File: src/rtl/z16_alu_mc_if.sv
// Request/result handshake bundle for the z16_alu_mc multi-cycle ALU.
// The master drives requests and result acceptance. The slave is the ALU.
interface z16_alu_mc_if #(
    parameter int WIDTH = 16
);
    logic             i_valid;
    logic             o_ready;
    logic [WIDTH-1:0] i_data_a;
    logic [WIDTH-1:0] i_data_b;
    logic [3:0]       i_ctrl;
    logic             o_valid;
    logic             i_ready;
    logic [WIDTH-1:0] o_data;
    logic [WIDTH-1:0] o_data_hi;
    logic [3:0]       o_flags;
    logic             o_err;

    modport master (
        output i_valid, i_data_a, i_data_b, i_ctrl, i_ready,
        input  o_ready, o_valid, o_data, o_data_hi, o_flags, o_err
    );

    modport slave (
        input  i_valid, i_data_a, i_data_b, i_ctrl, i_ready,
        output o_ready, o_valid, o_data, o_data_hi, o_flags, o_err
    );
endinterface

File: src/rtl/z16_alu_mc.sv
// Multi-cycle ALU. Most ops finish in a single cycle. MUL uses shift-add and DIV uses
// restoring division, and each of these takes WIDTH iterations.
module z16_alu_mc #(
    parameter int WIDTH = 16
) (
    input  logic         i_clk,
    input  logic         i_rst_n,
    z16_alu_mc_if.slave  bus
);
    localparam int SHW = $clog2(WIDTH);
    localparam logic [SHW-1:0] LAST = SHW'(WIDTH - 1);

    typedef enum logic [1:0] {S_IDLE, S_BUSY, S_DONE} state_t;
    typedef enum logic [3:0] {
        OP_ADD = 4'd0, OP_SUB = 4'd1, OP_MUL = 4'd2, OP_DIV = 4'd3, OP_OR = 4'd4,
        OP_AND = 4'd5, OP_XOR = 4'd6, OP_SHL = 4'd7, OP_SHR = 4'd8, OP_SRA = 4'd9
    } op_t;

    state_t           state_q, state_d;
    logic             live_q, live_d;
    logic [WIDTH-1:0] a_q, a_d, b_q, b_d;
    logic [3:0]       op_q, op_d;
    logic [WIDTH-1:0] hi_q, hi_d, lo_q, lo_d;
    logic [SHW-1:0]   cnt_q, cnt_d;
    logic [WIDTH-1:0] res_q, res_d, res_hi_q, res_hi_d;
    logic [3:0]       flags_q, flags_d;
    logic             err_q, err_d;

    logic             ready, valid, accept;
    logic [WIDTH:0]   add_full, sub_full;
    logic [SHW-1:0]   sh;
    logic [WIDTH-1:0] sc_res;
    logic             sc_c, sc_v, sc_err;
    logic [WIDTH:0]   mul_sum, div_sh, div_diff;
    logic [WIDTH-1:0] step_hi, step_lo, fin_lo, fin_hi;
    logic             fin_err;

    // NOTE: sequential state uses non-blocking assignments so every flop samples pre-edge values.
    always_ff @(posedge i_clk or negedge i_rst_n) begin
        if (!i_rst_n) state_q <= S_IDLE;
        else          state_q <= state_d;
    end

    always_comb begin
        state_d = state_q;
        case (state_q)
            S_IDLE: if (accept) state_d = (bus.i_ctrl == OP_MUL || bus.i_ctrl == OP_DIV) ? S_BUSY : S_DONE;
            S_BUSY: if (cnt_q == LAST) state_d = S_DONE;
            S_DONE: if (bus.i_ready) state_d = S_IDLE;
            default: state_d = S_IDLE;
        endcase
    end

    // live_q keeps o_ready low until the first clock edge after reset release.
    always_comb begin
        ready = (state_q == S_IDLE) && live_q;
        valid = (state_q == S_DONE);
    end

    assign accept = bus.i_valid && ready;
    assign live_d = 1'b1;

    // NOTE: every output of a combinational block gets a default first, so no latch is inferred.
    always_comb begin
        sc_res   = '0;
        sc_c     = 1'b0;
        sc_v     = 1'b0;
        sc_err   = 1'b0;
        add_full = {1'b0, bus.i_data_a} + {1'b0, bus.i_data_b};
        sub_full = {1'b0, bus.i_data_a} - {1'b0, bus.i_data_b};
        sh       = bus.i_data_b[SHW-1:0];
        case (bus.i_ctrl)
            OP_ADD: begin
                sc_res = add_full[WIDTH-1:0];
                sc_c   = add_full[WIDTH];
                sc_v   = (bus.i_data_a[WIDTH-1] == bus.i_data_b[WIDTH-1]) &&
                         (sc_res[WIDTH-1] != bus.i_data_a[WIDTH-1]);
            end
            OP_SUB: begin
                sc_res = sub_full[WIDTH-1:0];
                sc_c   = sub_full[WIDTH];
                sc_v   = (bus.i_data_a[WIDTH-1] != bus.i_data_b[WIDTH-1]) &&
                         (sc_res[WIDTH-1] != bus.i_data_a[WIDTH-1]);
            end
            OP_MUL, OP_DIV: sc_res = '0;
            OP_OR:  sc_res = bus.i_data_a | bus.i_data_b;
            OP_AND: sc_res = bus.i_data_a & bus.i_data_b;
            OP_XOR: sc_res = bus.i_data_a ^ bus.i_data_b;
            OP_SHL: sc_res = bus.i_data_a << sh;
            OP_SHR: sc_res = bus.i_data_a >> sh;
            OP_SRA: sc_res = $unsigned($signed(bus.i_data_a) >>> sh);
            default: sc_err = 1'b1;
        endcase
    end

    // hi_q/lo_q hold {partial product, multiplier} for MUL, and {remainder, quotient} for DIV.
    always_comb begin
        mul_sum  = {1'b0, hi_q} + (lo_q[0] ? {1'b0, a_q} : '0);
        div_sh   = {hi_q, lo_q[WIDTH-1]};
        div_diff = div_sh - {1'b0, b_q};
        if (op_q == OP_DIV) begin
            if (div_diff[WIDTH]) begin
                step_hi = div_sh[WIDTH-1:0];
                step_lo = {lo_q[WIDTH-2:0], 1'b0};
            end else begin
                step_hi = div_diff[WIDTH-1:0];
                step_lo = {lo_q[WIDTH-2:0], 1'b1};
            end
        end else begin
            step_hi = mul_sum[WIDTH:1];
            step_lo = {mul_sum[0], lo_q[WIDTH-1:1]};
        end
    end

    always_comb begin
        a_d      = a_q;
        b_d      = b_q;
        op_d     = op_q;
        hi_d     = hi_q;
        lo_d     = lo_q;
        cnt_d    = cnt_q;
        res_d    = res_q;
        res_hi_d = res_hi_q;
        flags_d  = flags_q;
        err_d    = err_q;
        fin_lo   = step_lo;
        fin_hi   = step_hi;
        fin_err  = 1'b0;
        case (state_q)
            S_IDLE: if (accept) begin
                a_d   = bus.i_data_a;
                b_d   = bus.i_data_b;
                op_d  = bus.i_ctrl;
                cnt_d = '0;
                hi_d  = '0;
                if (bus.i_ctrl == OP_MUL) begin
                    lo_d = bus.i_data_b;
                end else if (bus.i_ctrl == OP_DIV) begin
                    lo_d = bus.i_data_a;
                end else begin
                    res_d    = sc_res;
                    res_hi_d = '0;
                    flags_d  = {sc_res[WIDTH-1], ~|sc_res, sc_c, sc_v};
                    err_d    = sc_err;
                end
            end
            S_BUSY: begin
                hi_d  = step_hi;
                lo_d  = step_lo;
                cnt_d = cnt_q + SHW'(1);
                if (cnt_q == LAST) begin
                    if (op_q == OP_DIV && b_q == '0) begin
                        fin_lo  = '1;
                        fin_hi  = a_q;
                        fin_err = 1'b1;
                    end
                    res_d    = fin_lo;
                    res_hi_d = fin_hi;
                    flags_d  = {fin_lo[WIDTH-1], ~|fin_lo, 2'b00};
                    err_d    = fin_err;
                end
            end
            default: ;
        endcase
    end

    always_ff @(posedge i_clk or negedge i_rst_n) begin
        if (!i_rst_n) begin
            live_q   <= 1'b0;
            a_q      <= '0;
            b_q      <= '0;
            op_q     <= '0;
            hi_q     <= '0;
            lo_q     <= '0;
            cnt_q    <= '0;
            res_q    <= '0;
            res_hi_q <= '0;
            flags_q  <= '0;
            err_q    <= 1'b0;
        end else begin
            live_q   <= live_d;
            a_q      <= a_d;
            b_q      <= b_d;
            op_q     <= op_d;
            hi_q     <= hi_d;
            lo_q     <= lo_d;
            cnt_q    <= cnt_d;
            res_q    <= res_d;
            res_hi_q <= res_hi_d;
            flags_q  <= flags_d;
            err_q    <= err_d;
        end
    end

    assign bus.o_ready   = ready;
    assign bus.o_valid   = valid;
    assign bus.o_data    = res_q;
    assign bus.o_data_hi = res_hi_q;
    assign bus.o_flags   = flags_q;
    assign bus.o_err     = err_q;
endmodule

File: src/flat_wrapper.sv
// flat-port wrapper written by rule: the top's interface ports become plain ports
module z16_alu_mc_flat 
#(
    parameter int WIDTH = 16
)
  (i_clk, i_rst_n, bus_i_valid, bus_i_data_a, bus_i_data_b, bus_i_ctrl, bus_i_ready, bus_o_ready, bus_o_valid, bus_o_data, bus_o_data_hi, bus_o_flags, bus_o_err);
  z16_alu_mc_if #(.WIDTH(WIDTH)) bus_i ();
  input  logic i_clk;
  input  logic i_rst_n;
  input wire logic [$bits(bus_i.i_valid)-1:0] bus_i_valid;
  input wire logic [$bits(bus_i.i_data_a)-1:0] bus_i_data_a;
  input wire logic [$bits(bus_i.i_data_b)-1:0] bus_i_data_b;
  input wire logic [$bits(bus_i.i_ctrl)-1:0] bus_i_ctrl;
  input wire logic [$bits(bus_i.i_ready)-1:0] bus_i_ready;
  output wire logic [$bits(bus_i.o_ready)-1:0] bus_o_ready;
  output wire logic [$bits(bus_i.o_valid)-1:0] bus_o_valid;
  output wire logic [$bits(bus_i.o_data)-1:0] bus_o_data;
  output wire logic [$bits(bus_i.o_data_hi)-1:0] bus_o_data_hi;
  output wire logic [$bits(bus_i.o_flags)-1:0] bus_o_flags;
  output wire logic [$bits(bus_i.o_err)-1:0] bus_o_err;
  assign bus_i.i_valid = bus_i_valid;
  assign bus_i.i_data_a = bus_i_data_a;
  assign bus_i.i_data_b = bus_i_data_b;
  assign bus_i.i_ctrl = bus_i_ctrl;
  assign bus_i.i_ready = bus_i_ready;
  assign bus_o_ready = bus_i.o_ready;
  assign bus_o_valid = bus_i.o_valid;
  assign bus_o_data = bus_i.o_data;
  assign bus_o_data_hi = bus_i.o_data_hi;
  assign bus_o_flags = bus_i.o_flags;
  assign bus_o_err = bus_i.o_err;
  z16_alu_mc #(.WIDTH(WIDTH)) u_core (.i_clk(i_clk), .i_rst_n(i_rst_n), .bus(bus_i));
endmodule
File: config.mk
export PLATFORM = sky130hd
export DESIGN_NAME = z16_alu_mc_flat
export DESIGN_NICKNAME = d
export VERILOG_FILES = /design/src/rtl/z16_alu_mc_if.sv /design/src/rtl/z16_alu_mc.sv /design/src/flat_wrapper.sv
export SDC_FILE = /design/constraint.sdc
export NUM_CORES = 1
export LEC_CHECK = 0
export ABC_AREA = 1
export BUFFER_PORTS_ARGS = -buffer_cell sky130_fd_sc_hd__buf_2
export CAP_MARGIN = 40
export CORE_ASPECT_RATIO = 1.2
export CORE_UTILIZATION = 65
export DETAILED_ROUTE_END_ITERATION = 8
export GPL_ROUTABILITY_DRIVEN = 1
export GPL_TIMING_DRIVEN = 0
export PLACE_DENSITY = 0.89
export SLEW_MARGIN = 10
export SYNTH_ARGS = -nofsm -noshare
export SYNTH_HDL_FRONTEND = slang
export SYNTH_SLANG_ARGS = --single-unit
File: constraint.sdc
create_clock -name i_clk -period 7.4 [get_ports i_clk]
set_input_delay 0.37 -clock i_clk [delete_from_list [all_inputs] [get_ports i_clk]]
set_output_delay 0.37 -clock i_clk [all_outputs]
set_load 0.005 [all_outputs]
==> key figures <==
Run status
  • Status: complete, no violations

GRT
  • GRT Total Usage: about 49%
  • Largest net degree at the start of global routing: around 90
  • Antenna violations before repair: 0
  • First-pass GRT wire length: approximately 66,000 microns
  • Congestion Overflow GR: 0
  • Vias in the first global route: 12,765

Finish
  • Layout Nets: approximately 2,100
  • Fill cell count: 1,495
  • Final core utilization: between 70 and 80%
  • Antenna Cells: 0
  • Post-layout instance area: 12,300 sq um
  • Commonest non-fill, non-tap cells in the layout: 598 x nand2_1, 229 x nand3_1, 219 x inv_1
  • Commonest non-fill, non-tap cell in the layout: nand2_1
  • Area grow syn2layout: 8.98%
  • Share of cells above drive strength 1: under 10%

STA
  • Unrepaired setup endpoints after global routing: false
  • Relative slew slack: between 40% and 50%
  • Setup violators final: 0
  • Fmax: between 200 and 300 MHz
  • Slew @ Worst Pin: between 0.8 and 0.9 ns
  • Setup TNS: 0 ns
  • Final hold vios: 0
  • Final worst path period need: 3.51 ns
  • Final Skew: roughly 0.014 ns
  • Final Slew Violations: 0
  • Hold_ws: roughly 0.19 ns
  • Period utilization: 47.4%

Power and ir drop
  • Static Leakage: approximately 7.0 nW
  • Power consumption: 0.00364 W
  • Max IR drop VDD: approximately 0.00015 V
  • Pwr dens: a little under 300 nW/um^2

Die
  • Core area: approximately 17,000 sq um
  • Initial core utilization: 66.8%
  • Die Wd: 122 microns
  • Die footprint: about 18,000 sq um
  • Row count: 52
  • Die Y: between 100 and 150 microns
  • I/O pin count: 79

Hold path
  • Worst hold path depth: 2
  • Worst Hold Class: in -> reg
  • Hold path start: bus_i_ready

Synthesis
  • Fraction of registers with async set/reset: between 90% and 100%
  • Post-Syn Area per Cell: approximately 6.1 sq um
  • Unique masters post-synth: 46
  • Post-synth EDFFs: 0
  • Yosys top cell by area: dfrtp_1
  • Ranking of synthesized cells by area: dfrtp_1 25%, nand2_1 20%, nand3_1 10%
  • Post-Syn Area: approximately 11,000 sq um
  • Top cell type's share of synthesized area: roughly 25%
  • Flops & latches, synth: ~110
  • Sequential share of the synthesized area: 24.6%
  • Top_reg_cell synth: dfrtp_1
  • Synthesized Nets: approximately 2,000
  • Ys Warns: 0
  • Mapped Cells: around 1,900

Detailed routing
  • Routed wire length: roughly 43,000 microns
  • Detailed-route via count: 13,602
  • Antenna viol nets, final: 0
  • DRT Pass-1 Iters: 9
  • Mean routed wirelength per cell: around 20 microns
  • # DRC: 0
  • Vias/cell: about 6.2
  • Drt first-iter violations: approximately 1,500

Worst setup path
  • CP endpoint kind: register
  • Endpoint of the worst-slack reg-to-reg timing path: u_core.bus.o_data_hi[11]
  • Worst r2r path cells: 18
  • Setup crit start: bus_i_data_b[3]
  • Worst Path Class, Setup: in -> reg
  • Critical path startpoint category: input pin
  • Data required, critical path: roughly 7.7 ns
  • Crit-path max FO: 11
  • CP arrival: about 3.8 ns
  • FF-to-FF Start: u_core.lo_q[0]
  • Setup crit end: u_core.bus.o_flags[2]
  • Flop2flop setup slack: approximately 3.9 ns

Clocking
  • # H-tree levels: 3
  • CTS Buf Count: 9
  • CTS tree: built
  • Clock-pin slew on the worst setup and hold paths: about 0.08 ns
  • Root Driver: clkbuf_16
  • Buffer levels on the longest clock path: 2
  • CTS sink cnt: about 110
  • Clk Latency, worst-skew pair: ~0.37 ns

Place
  • Routability cong.: about 1.1
  • Dpl cell area: ~12,000 sq um
  • Buffers on Ports: 78
  • Final HPWL DP: between 30,000 and 40,000 microns

Run
  • Max Cap Viol: 0
==> flip-flops by register name (all words and copies together) (netlist names) <==
name,count
u_core.a_q,16
u_core.b_q,16
u_core.bus.o_data_hi,16
u_core.hi_q,16
u_core.lo_q,16
u_core.bus.o_data,15
u_core.bus.o_flags,4
u_core.cnt_q,4
u_core.op_q,4
u_core.state_q,2
u_core.bus.o_err,1
u_core.live_q,1
==> layout make-up <==
| cell class | instances | area (sq um) | share of cell area (%) |
|---|---|---|---|
| plain buffers | 71 | 319 | 2.59 |
| clock buffers | 10 | 239 | 1.94 |
| clock inverters | 6 | 66.3 | 0.539 |
| inverters | 234 | 881 | 7.15 |
| multi-input cells | 1449 | 7320 | 59.5 |
| flip-flops and latches | 111 | 2780 | 22.6 |
| well taps | 216 | 270 | 2.19 |
| repair buffers | 81 | 439 | 3.57 |
==> metal layers <==
layer / track usage [%] / part of all wire, % / wire length (microns)
met4: 43.0 / 10 / 4450
met5: 0 / 0 / 0
met1: 55.0 / 35 / 14900
met3: 10.2 / 10 / 4490
met2: 77.5 / 45 / 19400
==> Yosys cell counts (all sizes together) (2+ instances only) <==
master / count
o22ai: 11
o21ai: 131
clkinv: 5
a22o: 6
a211oi: 2
xor2: 9
nand3: 230
o221ai: 15
o21bai: 9
dfrtp: 111
a21o: 3
buf: 36
a31oi: 2
ha: 82
inv: 229
nor3: 15
nand2: 604
clkbuf: 35
nand4: 17
xnor2: 6
or2: 13
a221o: 5
nor2: 171
o211ai: 12
and2: 8
a211o: 4
a21oi: 81
o31ai: 3
fa: 4
==> logic make-up (layout without fill, tap and decap cells) <==
group / after synthesis / in the layout / share of synthesized area [%]
simple gates: 1060 / 1060 / 39.2
other cells: 1 / 1 / 0.0332
fa+ha+maj: 86 / 86 / 9.79
compound gates: 286 / 286 / 14.6
flops: 111 / 111 / 24.6
xor+xnor: 15 / 15 / 1.16
mux: 1 / 1 / 0.0886
buf+inv: 305 / 402 / 10.6
==> worst max-delay path, cell delays in order <==
cell and delay (ns):
buf_2 0.15, inv_1 0.21, clkbuf_1 0.54, ha_1 0.35, buf_2 0.18, nor2_1 0.27
nand3_1 0.12, nand3_1 0.24, nand2_1 0.08, nand2_1 0.07, nor2_1 0.04, nor2_1 0.39
nand2_1 0.18, nor3_1 0.17, nand3_1 0.10, nor2_1 0.20, nor2_1 0.06, nor2_1 0.08
==> what timing repair did <==
action	CTS	global route
buffers inserted	0	0
endpoints found under the hold margin	24	0
gates resized for setup	0	0
endpoints found under the setup margin	0	0
hold buffers	1	0
==> stage by stage <==
stage                     setup WS, ns  std cells
after floorplan                   4.87       1865
after global placement            3.69       2159
after detailed placement          3.67       2160
after CTS                         4.05       2177
after global routing              3.73       2178
final                             3.89       2178
==> power by group <==
group          switching (W)  internal, W
Clock               0.000245     0.000246
Combinational        0.00139     0.000711
Sequential          0.000204     0.000836
Total                0.00184      0.00179
==> worst min-delay path by stage <==
stage | end
final | u_core.state_q[1]
after global routing | u_core.state_q[1]
after CTS | u_core.state_q[1]
after detailed placement | u_core.hi_q[12]
after global placement | u_core.bus.o_data_hi[14]
after floorplan | u_core.a_q[0]
Note: power is estimated with default switching activity, not from simulation.
